### src/rtl/pc_predict_pkg.sv
// Shared types and helpers for the fetch-PC predictor: control-flow kinds and
// 2-bit saturating counter encodings.
package pc_predict_pkg;

  typedef enum logic [1:0] {
    NONE = 2'b00,
    BR   = 2'b01,
    JAL  = 2'b10,
    JALR = 2'b11
  } ctrl_kind_e;

  localparam logic [1:0] SNT = 2'b00;
  localparam logic [1:0] WNT = 2'b01;
  localparam logic [1:0] WT  = 2'b10;
  localparam logic [1:0] ST  = 2'b11;

  function automatic logic [1:0] cnt_inc(input logic [1:0] c);
    return (c == ST) ? ST : c + 2'b01;
  endfunction

  function automatic logic [1:0] cnt_dec(input logic [1:0] c);
    return (c == SNT) ? SNT : c - 2'b01;
  endfunction

endpackage

### src/rtl/btb_table.sv
// Direct-mapped branch target buffer: one combinational lookup port for the
// fetch PC and one edge-triggered update port driven by EX resolution.
module btb_table
  import pc_predict_pkg::*;
#(
  parameter int unsigned XLEN        = 32,
  parameter int unsigned BTB_ENTRIES = 16
) (
  input  logic            clk_i,
  input  logic            rst_ni,
  // Word addresses (pc[XLEN-1:2]); byte offset plays no part in index or tag
  input  logic [XLEN-3:0] lookup_word_i,
  output logic            lookup_taken_o,
  output logic [XLEN-1:0] lookup_target_o,
  input  logic            upd_en_i,
  input  logic [XLEN-3:0] upd_word_i,
  input  logic            upd_taken_i,
  input  logic            upd_jump_i,
  input  logic [XLEN-1:0] upd_target_i
);

  localparam int unsigned IDX   = $clog2(BTB_ENTRIES);
  localparam int unsigned TAG_W = XLEN - 2 - IDX;

  typedef struct packed {
    logic             valid;
    logic [TAG_W-1:0] tag;
    logic [XLEN-1:0]  target;
    logic [1:0]       cnt;
  } btb_entry_t;

  btb_entry_t       mem_q [BTB_ENTRIES];

  logic [IDX-1:0]   lk_idx, up_idx;
  logic [TAG_W-1:0] lk_tag, up_tag;
  btb_entry_t       lk_entry, up_entry;
  logic             lk_hit, up_hit;
  logic [1:0]       taken_cnt;

  assign lk_idx   = lookup_word_i[IDX-1:0];
  assign lk_tag   = lookup_word_i[XLEN-3:IDX];
  assign lk_entry = mem_q[lk_idx];
  assign lk_hit   = lk_entry.valid && (lk_entry.tag == lk_tag);

  assign lookup_taken_o  = lk_hit && lk_entry.cnt[1];
  assign lookup_target_o = lk_entry.target;

  assign up_idx   = upd_word_i[IDX-1:0];
  assign up_tag   = upd_word_i[XLEN-3:IDX];
  assign up_entry = mem_q[up_idx];
  assign up_hit   = up_entry.valid && (up_entry.tag == up_tag);

  // Unconditional jumps go straight to strongly taken; a fresh allocation
  // (including eviction of an alias) starts weakly taken.
  assign taken_cnt = upd_jump_i ? ST : (up_hit ? cnt_inc(up_entry.cnt) : WT);

  always_ff @(posedge clk_i or negedge rst_ni) begin
    if (!rst_ni) begin
      for (int i = 0; i < int'(BTB_ENTRIES); i++) begin
        mem_q[i] <= '{valid: 1'b0, tag: '0, target: '0, cnt: WNT};
      end
    end else if (upd_en_i) begin
      if (upd_taken_i) begin
        mem_q[up_idx] <= '{valid: 1'b1, tag: up_tag, target: upd_target_i, cnt: taken_cnt};
      end else if (up_hit) begin
        mem_q[up_idx].cnt <= cnt_dec(up_entry.cnt);
      end
    end
  end

endmodule

### src/rtl/pc_predict_unit.sv
// IF-stage next-PC unit: registered fetch PC, BTB prediction, EX redirect on
// mispredict, trap vectoring, stall hold and a saturating mispredict counter.
module pc_predict_unit
  import pc_predict_pkg::*;
#(
  parameter int unsigned     XLEN         = 32,
  parameter int unsigned     BTB_ENTRIES  = 16,
  parameter logic [XLEN-1:0] RESET_VECTOR = '0,
  parameter logic [XLEN-1:0] TRAP_VECTOR  = '0,
  parameter int unsigned     CNT_W        = 16
) (
  input  logic             clk,
  input  logic             rst_n,
  input  logic             stall_i,
  input  logic             invalid_i,
  input  logic             ex_valid_i,
  input  logic [1:0]       ex_kind_i,
  input  logic [XLEN-1:0]  ex_pc_i,
  input  logic             ex_taken_i,
  input  logic [XLEN-1:0]  ex_target_i,
  input  logic             ex_pred_taken_i,
  input  logic [XLEN-1:0]  ex_pred_target_i,
  output logic [XLEN-1:0]  pc_o,
  output logic [XLEN-1:0]  pc_plus4_o,
  output logic             pred_taken_o,
  output logic [XLEN-1:0]  pred_target_o,
  output logic             flush_o,
  output logic [CNT_W-1:0] mispredict_cnt_o
);

  logic [XLEN-1:0]  pc_q, pc_d;
  logic [CNT_W-1:0] mp_cnt_q, mp_cnt_d;
  logic [XLEN-1:0]  btb_target;
  logic             btb_taken;
  ctrl_kind_e       ex_kind;
  logic             ex_resolve;
  logic             ex_jump;
  logic             mp;

  assign ex_kind    = ctrl_kind_e'(ex_kind_i);
  assign ex_resolve = ex_valid_i && (ex_kind != NONE);
  assign ex_jump    = (ex_kind == JAL) || (ex_kind == JALR);

  btb_table #(
    .XLEN        (XLEN),
    .BTB_ENTRIES (BTB_ENTRIES)
  ) u_btb (
    .clk_i           (clk),
    .rst_ni          (rst_n),
    .lookup_word_i   (pc_q[XLEN-1:2]),
    .lookup_taken_o  (btb_taken),
    .lookup_target_o (btb_target),
    .upd_en_i        (ex_resolve),
    .upd_word_i      (ex_pc_i[XLEN-1:2]),
    .upd_taken_i     (ex_taken_i),
    .upd_jump_i      (ex_jump),
    .upd_target_i    (ex_target_i)
  );

  assign pc_o          = pc_q;
  assign pc_plus4_o    = pc_q + XLEN'(4);
  assign pred_taken_o  = btb_taken;
  assign pred_target_o = btb_taken ? btb_target : pc_plus4_o;

  // Target is only compared when the branch really went, since a not-taken
  // prediction carries no meaningful target.
  assign mp = ex_resolve &&
              ((ex_taken_i != ex_pred_taken_i) ||
               (ex_taken_i && (ex_target_i != ex_pred_target_i)));

  always_comb begin
    pc_d    = pred_target_o;
    flush_o = 1'b0;
    if (invalid_i) begin
      pc_d    = TRAP_VECTOR;
      flush_o = 1'b1;
    end else if (mp) begin
      pc_d    = ex_taken_i ? ex_target_i : ex_pc_i + XLEN'(4);
      flush_o = 1'b1;
    end else if (stall_i) begin
      pc_d = pc_q;
    end
  end

  assign mp_cnt_d = (mp && !(&mp_cnt_q)) ? mp_cnt_q + CNT_W'(1) : mp_cnt_q;
  assign mispredict_cnt_o = mp_cnt_q;

  always_ff @(posedge clk or negedge rst_n) begin
    if (!rst_n) begin
      pc_q     <= RESET_VECTOR;
      mp_cnt_q <= '0;
    end else begin
      pc_q     <= pc_d;
      mp_cnt_q <= mp_cnt_d;
    end
  end

endmodule

### config.mk
export PLATFORM = sky130hd
export DESIGN_NAME = pc_predict_unit
export DESIGN_NICKNAME = d
export VERILOG_FILES = /design/src/rtl/pc_predict_pkg.sv /design/src/rtl/btb_table.sv /design/src/rtl/pc_predict_unit.sv
export SDC_FILE = /design/constraint.sdc
export NUM_CORES = 2
export LEC_CHECK = 0
export ABC_AREA = 1
export CORE_AREA = 10 10 409 411
export CTS_CLUSTER_DIAMETER = 100
export CTS_CLUSTER_SIZE = 40
export DETAILED_ROUTE_END_ITERATION = 12
export DIE_AREA = 0 0 419 421
export GPL_TIMING_DRIVEN = 1
export PLACE_DENSITY_LB_ADDON = 0.1
export RECOVER_POWER = 50
export SKIP_LAST_GASP = 1
export SYNTH_ARGS = -nofsm -noshare
export SYNTH_HDL_FRONTEND = slang
export SYNTH_SLANG_ARGS = --single-unit
### constraint.sdc
create_clock -name clk -period 2.6 [get_ports clk]
set_input_delay 0.39 -clock clk [delete_from_list [all_inputs] [get_ports clk]]
set_output_delay 0.39 -clock clk [all_outputs]
set_load 0.01 [all_outputs]
After elaboration in Yosys (flattened, before gate mapping)
Cells that the tools add are included.
{"block": "totals", "register_bits": 1024, "inputBits": 105, "out_inout_bits": 114}
{"block": "op_classes", "n_eq_ne": 8, "addsub": 5, "mux": 25, "bitwise": 2, "n_lt_le_gt_ge": 3, "reduce_logical": 16}
{"cell": "976-bit bitwise mux", "n": 2}
{"cell": "976-bit 2-to-1 mux", "n": 2}
{"cell": "61-bit binary-select mux with 4-bit select", "n": 2}
{"cell": "61-bit demux with 4-bit select", "n": 2}
{"cell": "61-bit 2-to-1 mux", "n": 5}
{"cell": "32-bit 2-to-1 mux", "n": 5}
{"cell": "32-bit by 3-bit adder with 32-bit output, second input constant", "n": 2}
{"cell": "26-bit equality test", "n": 2}
{"cell": "32-bit inequality test", "n": 1}
{"cell": "16-bit by 1-bit adder with 16-bit output, second input constant", "n": 1}
{"cell": "16-bit AND reduction", "n": 1}
{"cell": "5-bit >= comparator, second input constant", "n": 2}
{"cell": "2-bit 2-to-1 mux", "n": 5}
{"cell": "4-bit NOT with 5-bit output", "n": 2}
{"cell": "1-bit logical AND", "n": 8}
{"cell": "2-bit equality test, second input constant", "n": 3}
{"cell": "5-bit by 1-bit less-than comparator with 1-bit output, second input constant", "n": 1}
{"cell": "2-bit nonzero test", "n": 2}
{"cell": "3-bit by 1-bit inequality test with 1-bit output, second input constant", "n": 1}
{"cell": "2-bit by 1-bit adder with 2-bit output, second input constant", "n": 1}
{"cell": "2-bit logical NOT", "n": 1}
{"cell": "1-bit logical OR", "n": 2}
{"cell": "1-bit 2-to-1 mux", "n": 2}
{"cell": "2-bit AND reduction", "n": 1}
{"cell": "3 further kinds", "n": 3}

Depth between registers and ports, before layout
{"block": "depth", "depth_word": 11, "ltp_mapped": 23, "ltp_nobuf": 20}

Modules after synthesis
A second synthesis with hierarchy kept.
{"block": "hier_totals", "hier_cells": 7533, "hier_area_um2": 54527.3}
{"module": "btb_table", "area_each_um2": 48773.0, "seq_area_each_um2": 24443.4, "n_inst": 1, "cells_each": 6458}
{"module": "pc_predict_unit", "area_each_um2": 5754.3, "seq_area_each_um2": 1201.2, "n_inst": 1, "cells_each": 1075}

Worst setup path before layout
OpenSTA, ideal clock, no wires.
{"block": "synth_timing", "kind": "reg2out", "startpoint": "register pc_q[2] (netlist: pc_o[2])", "endpoint": "output pred_target_o[7]", "arrival_time_ns": 2.383, "stages_incl_launch_ff": 20, "t_required_ns": 2.210, "slack_ns": -0.173, "path_cell_list": "dfrtp_1 -> buf_4 -> buf_2 -> buf_2 -> buf_2 -> nor2_1 -> nand2_1 -> o211ai_1 -> nand2_1 -> nand2_1 -> nand3_1 -> nand2_1 -> nand2_1 -> nor2_1 -> nand2_1 -> nor2_1 -> nand2_1 -> nor2_1 -> nand2_1 -> nand2_1"}
{"block": "synth_between", "elab_chain_cells": 8}
{"item": "start: declaration", "line": "pc_predict_unit.sv:31", "text": "logic [XLEN-1:0] pc_q, pc_d;"}
{"item": "start signal: assignment", "line": "pc_predict_unit.sv:93", "text": "pc_q <= pc_d;"}
{"item": "4-bit NOT with 5-bit output (not written as such) (*)", "line": "btb_table.sv:42", "text": "assign lk_entry = mem_q[lk_idx];"}
{"item": "61-bit binary-select mux with 4-bit select (*)", "line": "btb_table.sv:42"}
{"item": "61-bit 2-to-1 mux (not written as such) (*) (2 in series)", "line": "btb_table.sv:42"}
{"item": "26-bit equality test", "line": "btb_table.sv:43", "text": "assign lk_hit = lk_entry.valid && (lk_entry.tag == lk_tag);"}
{"item": "1-bit logical AND", "line": "btb_table.sv:43"}
{"item": "1-bit logical AND (*)", "line": "btb_table.sv:45", "text": "assign lookup_taken_o = lk_hit && lk_entry.cnt[1];"}
{"item": "named net pred_taken_o", "line": "pc_predict_unit.sv:25", "text": "output logic pred_taken_o,"}
{"item": "32-bit 2-to-1 mux (*)", "line": "pc_predict_unit.sv:63", "text": "assign pred_target_o = btb_taken ? btb_target : pc_plus4_o;"}
{"item": "end: declaration", "line": "pc_predict_unit.sv:26", "text": "output logic [XLEN-1:0] pred_target_o,"}
Mark *: on every way through the listed nets, which the timed path passes. The rest lies on a longest branch. The select of a mux whose other input is x is not followed.

Worst setup path in the final report
{"block": "layout_timing", "startpoint": "register pc_q[2] (netlist: pc_o[2])", "endpoint": "output pred_target_o[16]"}
{"block": "layout_between", "elab_chain_cells": 8}
{"item": "4-bit NOT with 5-bit output (not written as such)", "line": "btb_table.sv:42"}
{"item": "61-bit binary-select mux with 4-bit select", "line": "btb_table.sv:42"}
{"item": "61-bit 2-to-1 mux (not written as such) (2 in series)", "line": "btb_table.sv:42"}
{"item": "26-bit equality test", "line": "btb_table.sv:43"}
{"item": "1-bit logical AND", "line": "btb_table.sv:43"}
{"item": "1-bit logical AND", "line": "btb_table.sv:45"}
{"item": "32-bit 2-to-1 mux (*)", "line": "pc_predict_unit.sv:63"}
Every way passes the cells marked *; elsewhere a longest branch is shown, timed or not. The select of a mux whose other input is x is not followed.

==> results.py <==
metrics = {
    "finish": {
        "layout.nets": 8812,
        "final_cells": 10800,
        "fin_util_pct": 45.9,
        "area_growth_pct": 32.6,
        "nFillCells": 16200,
        "drive_gt1_share_pct": 19.6,
    },
    "min_path": {
        "hold_depth": 4,
        "hold_path_class": "input port to flip-flop",
        "min_from": "ex_target_i[7]",
        "hold_path_end": "u_btb.mem_q[497]$_DFFE_PN0P_",
    },
    "synthesis": {
        "synth-edff-count": 0,
        "synthesis.nets": 7843,
        "synth-compound-area-share_pct": 16.3,
        "synth_common_cells": "2888 x nand2_1, 1140 x o21ai_0, 1008 x dfrtp_1",
        "post-synth-top-count-cell": "nand2_1",
        "synth_cells": 7731,
        "yosys.area_share.adder_pct": 0.159,
        "synthFlopType": "dfrtp_1",
        "synthMuxAreaShare_pct": 0.0204,
        "synth_xor_area_share_pct": 1.16,
        "async_reset_ff_share_pct": 100,
        "yosys.area.top_type": "dfrtp_1",
        "synth.distinct_cells": 45,
        "synth_top_family_by_area": "simple AND/OR/NAND/NOR gates",
        "synth-seq-cells": 1024,
        "yosysSeqAreaShare_pct": 46.4,
        "syn_area_um2": 55200,
        "syn_area_per_cell_um2": 7.14,
        "synth.top_cell.area_share_pct": 45.7,
        "synthSimpleGateAreaFrac_pct": 27.6,
        "ys_warn_count": 0,
        "synth_area_leaders": "dfrtp_1 46%, nand2_1 20%, o21ai_0 10%, nand3_1 4.4%, inv_1 3.8%",
    },
    "worst_setup_path": {
        "critPathLaunch": "pc_o[2]$_DFFE_PN0P_",
        "path_cells": "buf_12 > buf_16 > o211ai_1 > nand2_1 > nor2_2 > buf_6 > nand2_2 > nand2_2 > nand2_4 > nor2_2 > nand2_1 > nor2_1 > nand2_1 > nor2_4 > buf_12 > buf_12 > buf_16 > nand3_1 > nand2_2 > buf_6",
        "rr_worst_depth": 24,
        "worstReg2RegStart": "pc_o[2]$_DFFE_PN0P_",
        "crit_cells": 20,
        "cp_num_buf_inv": 7,
        "critPathSlowestCell": "dfrtp_4",
        "crit_type": "flip-flop to primary output",
        "cp-start-kind": "flip-flop",
        "endpoint_kind": "primary output",
        "reg2reg_to": "pc_o[2]$_DFFE_PN0P_",
        "arrival_ps": 3860,
        "worstPathMaxFanout": 16,
        "cpPeakStageDelay_ps": 560,
        "cpLargestDelayFamily": "simple AND/OR/NAND/NOR gates",
        "r2r_slack_ps": -960,
        "cp.required_ps": 2210,
    },
    "routing": {
        "remaining_drc_errors": 0,
        "wl_per_cell_um": 24.8,
        "dr.pass1.iters": 7,
        "via_count": 57200,
        "antenna_left": 0,
        "vias_per_cell": 5.29,
        "wl_mm": 268,
        "drt_iter0_markers": 5854,
    },
    "timing": {
        "finalSetupViolations": 426,
        "fmax_ghz": 0.235,
        "worst_pin_slew_ps": 1900,
        "period_share_pct": 164,
        "fin_tns_setup_ps": -141350,
        "rsz0062_at_grt": "true",
        "drv_slew": 40,
        "setup_ws_ps": -1650,
        "max-slew-margin-rel_pct": -26.8,
        "min_period_ps": 4250,
        "fin_skew_ps": 66.3,
        "finalHoldViolCount": 0,
    },
    "clock_network": {
        "cts_tree": "yes",
        "numCtsBuffers": 46,
        "clkSinkCount": 1024,
        "clk_latency_ps": 740,
        "cts_root_buf": "clkbuf_16",
        "h-tree-depth": 2,
        "cts_buffer_depth": 3,
        "clk_pin_slew_ps": 150,
    },
    "power": {
        "pwr_density_cell_nw_per_um2": 635,
        "peakVddDrop_uv": 592,
        "p_total_mw": 46.5,
        "p_int_mw": 29.0,
        "p_switching_mw": 17.5,
        "combPwrFrac_pct": 34.3,
        "seq_power_share_pct": 43.0,
        "p_leak_nw": 35.7,
        "clkPwrFrac_pct": 22.7,
        "switching_share_pct": 37.6,
    },
    "placed_design": {
        "dp_hpwl_mm": 188,
        "routabilityCongestion": 1.00,
        "portBuffers": 218,
        "dp_cells": 10700,
    },
    "global_route": {
        "grtUsageTotal_pct": 29.5,
        "gr-total-overflow": 0,
        "grt_pass1_wl_mm": 388,
        "antenna_found_initial": 5,
        "grt_max_degree": 114,
        "grt_pass1_vias": 54500,
    },
    "floorplanning": {
        "ios": 219,
        "rows": 147,
        "die_w_um": 419,
        "die-area_um2": 176000,
        "core_area_um2": 159000,
        "die_h_um": 421,
        "initial_utilization_pct": 34.6,
    },
    "flow_run": {
        "max_cap_viol_count": 1,
    },
    "run_status": {
        "violations": "max-capacitance violations, max-slew violations, negative setup slack",
        "status": "finished, violations left",
    },
}
-- through the flow --
step | hold WS [ps] | area, µm² | worst slack [ps]
2_1_floorplan | 94.4 | 55300 | -9.06
3_3_place_gp | 434 | 68800 | -1410
3_5_place_dp | 426 | 68800 | -1400
4_1_cts | 239 | 72000 | -1630
5_1_grt | 251 | 73200 | -1780
6_report | 255 | 73200 | -1650
-- routing by layer --
layer	vias to the layer above	track usage (%)	wire, µm	share of wire (%)
met2	1970	47.6	123000	46
met3	521	3.49	15700	5.9
met1	27900	38.6	112000	42
met5	-	0	7	0.0026
met4	2	15.4	17000	6.3
li1	26800	-	-	-
-- worst max path at each step --
| stage | endpoint |
|---|---|
| 3_3_place_gp | pred_target_o[1] |
| 3_5_place_dp | pred_target_o[30] |
| 6_report | pred_target_o[16] |
| 4_1_cts | pred_target_o[11] |
| 2_1_floorplan | pred_target_o[31] |
| 5_1_grt | pred_target_o[16] |
-- placed cells by master, fill, tap and decap left out, drive strengths merged, types with 7 or more instances in the layout --
cell type,synthesis,final
clkbuf,354,66
dfstp,16,16
o211ai,106,106
nor4,14,14
a31oi,39,39
o21ai,1184,1184
xnor2,9,9
a211oi,33,33
inv,571,594
clkdlybuf4s50,0,145
buf,206,1287
ha,7,7
dlymetal6s2s,0,16
o22ai,8,8
a32o,34,34
a21oi,269,269
xor2,64,64
nand2,2889,2889
nor3,33,33
nor2,340,340
nand3,491,491
clkinv,10,19
nand4,32,32
dfrtp,1008,1008
-- worst register-to-register path, delay by kind of cell, from the launching register on --
family,cells,cell delay [ps]
compound gates,1,230
buf+inv,7,1080
simple gates,16,1600
flops,1,560
-- power groups by stage --
stage | Clock [mW] | Sequential [mW] | Combinational (mW)
floorplan | 0 | 20.1 | 6.88
global placement | 0 | 20.2 | 14.9
detailed placement | 0 | 20.3 | 15.0
CTS | 10.8 | 20.0 | 15.6
global route | 11.2 | 20.3 | 17.4
finish | 10.6 | 20.0 | 16.0
-- registers in the layout, summed over array words and instances (netlist names) --
signal,flops
mispredict_cnt_o,16
pc_o,32
u_btb.mem_q,976
-- layout make-up --
| type | count | area (µm²) | area share, % |
|---|---|---|---|
| multi-input cells | 5566 | 26500 | 36.2 |
| flip-flops and latches | 1024 | 25700 | 35.0 |
| repair buffers | 1478 | 14400 | 19.7 |
| well taps | 2086 | 2610 | 3.57 |
| inverters | 581 | 2220 | 3.04 |
| clock buffers | 48 | 1180 | 1.61 |
| clock inverters | 33 | 613 | 0.837 |
| repair inverters | 3 | 36.3 | 0.0496 |
| diodes | 3 | 7.51 | 0.0103 |
-- logic make-up after synthesis --
group           count (synthesis)
mux                             1
buf+inv                      1141
fa+ha+maj                       7
xor+xnor                       73
flops                        1024
simple gates                 3808
compound gates               1677
-- what timing repair did --
action / CTS / global route
hold buffers: 1 / 0
setup buffers: 41 / 23
resized for setup: 379 / 317
endpoints found under the hold margin: 20 / 0
pin swaps: 45 / 89
gates cloned: 16 / 6
endpoints found under the setup margin: 298 / 468
Note: power is estimated with default switching activity, not from simulation.
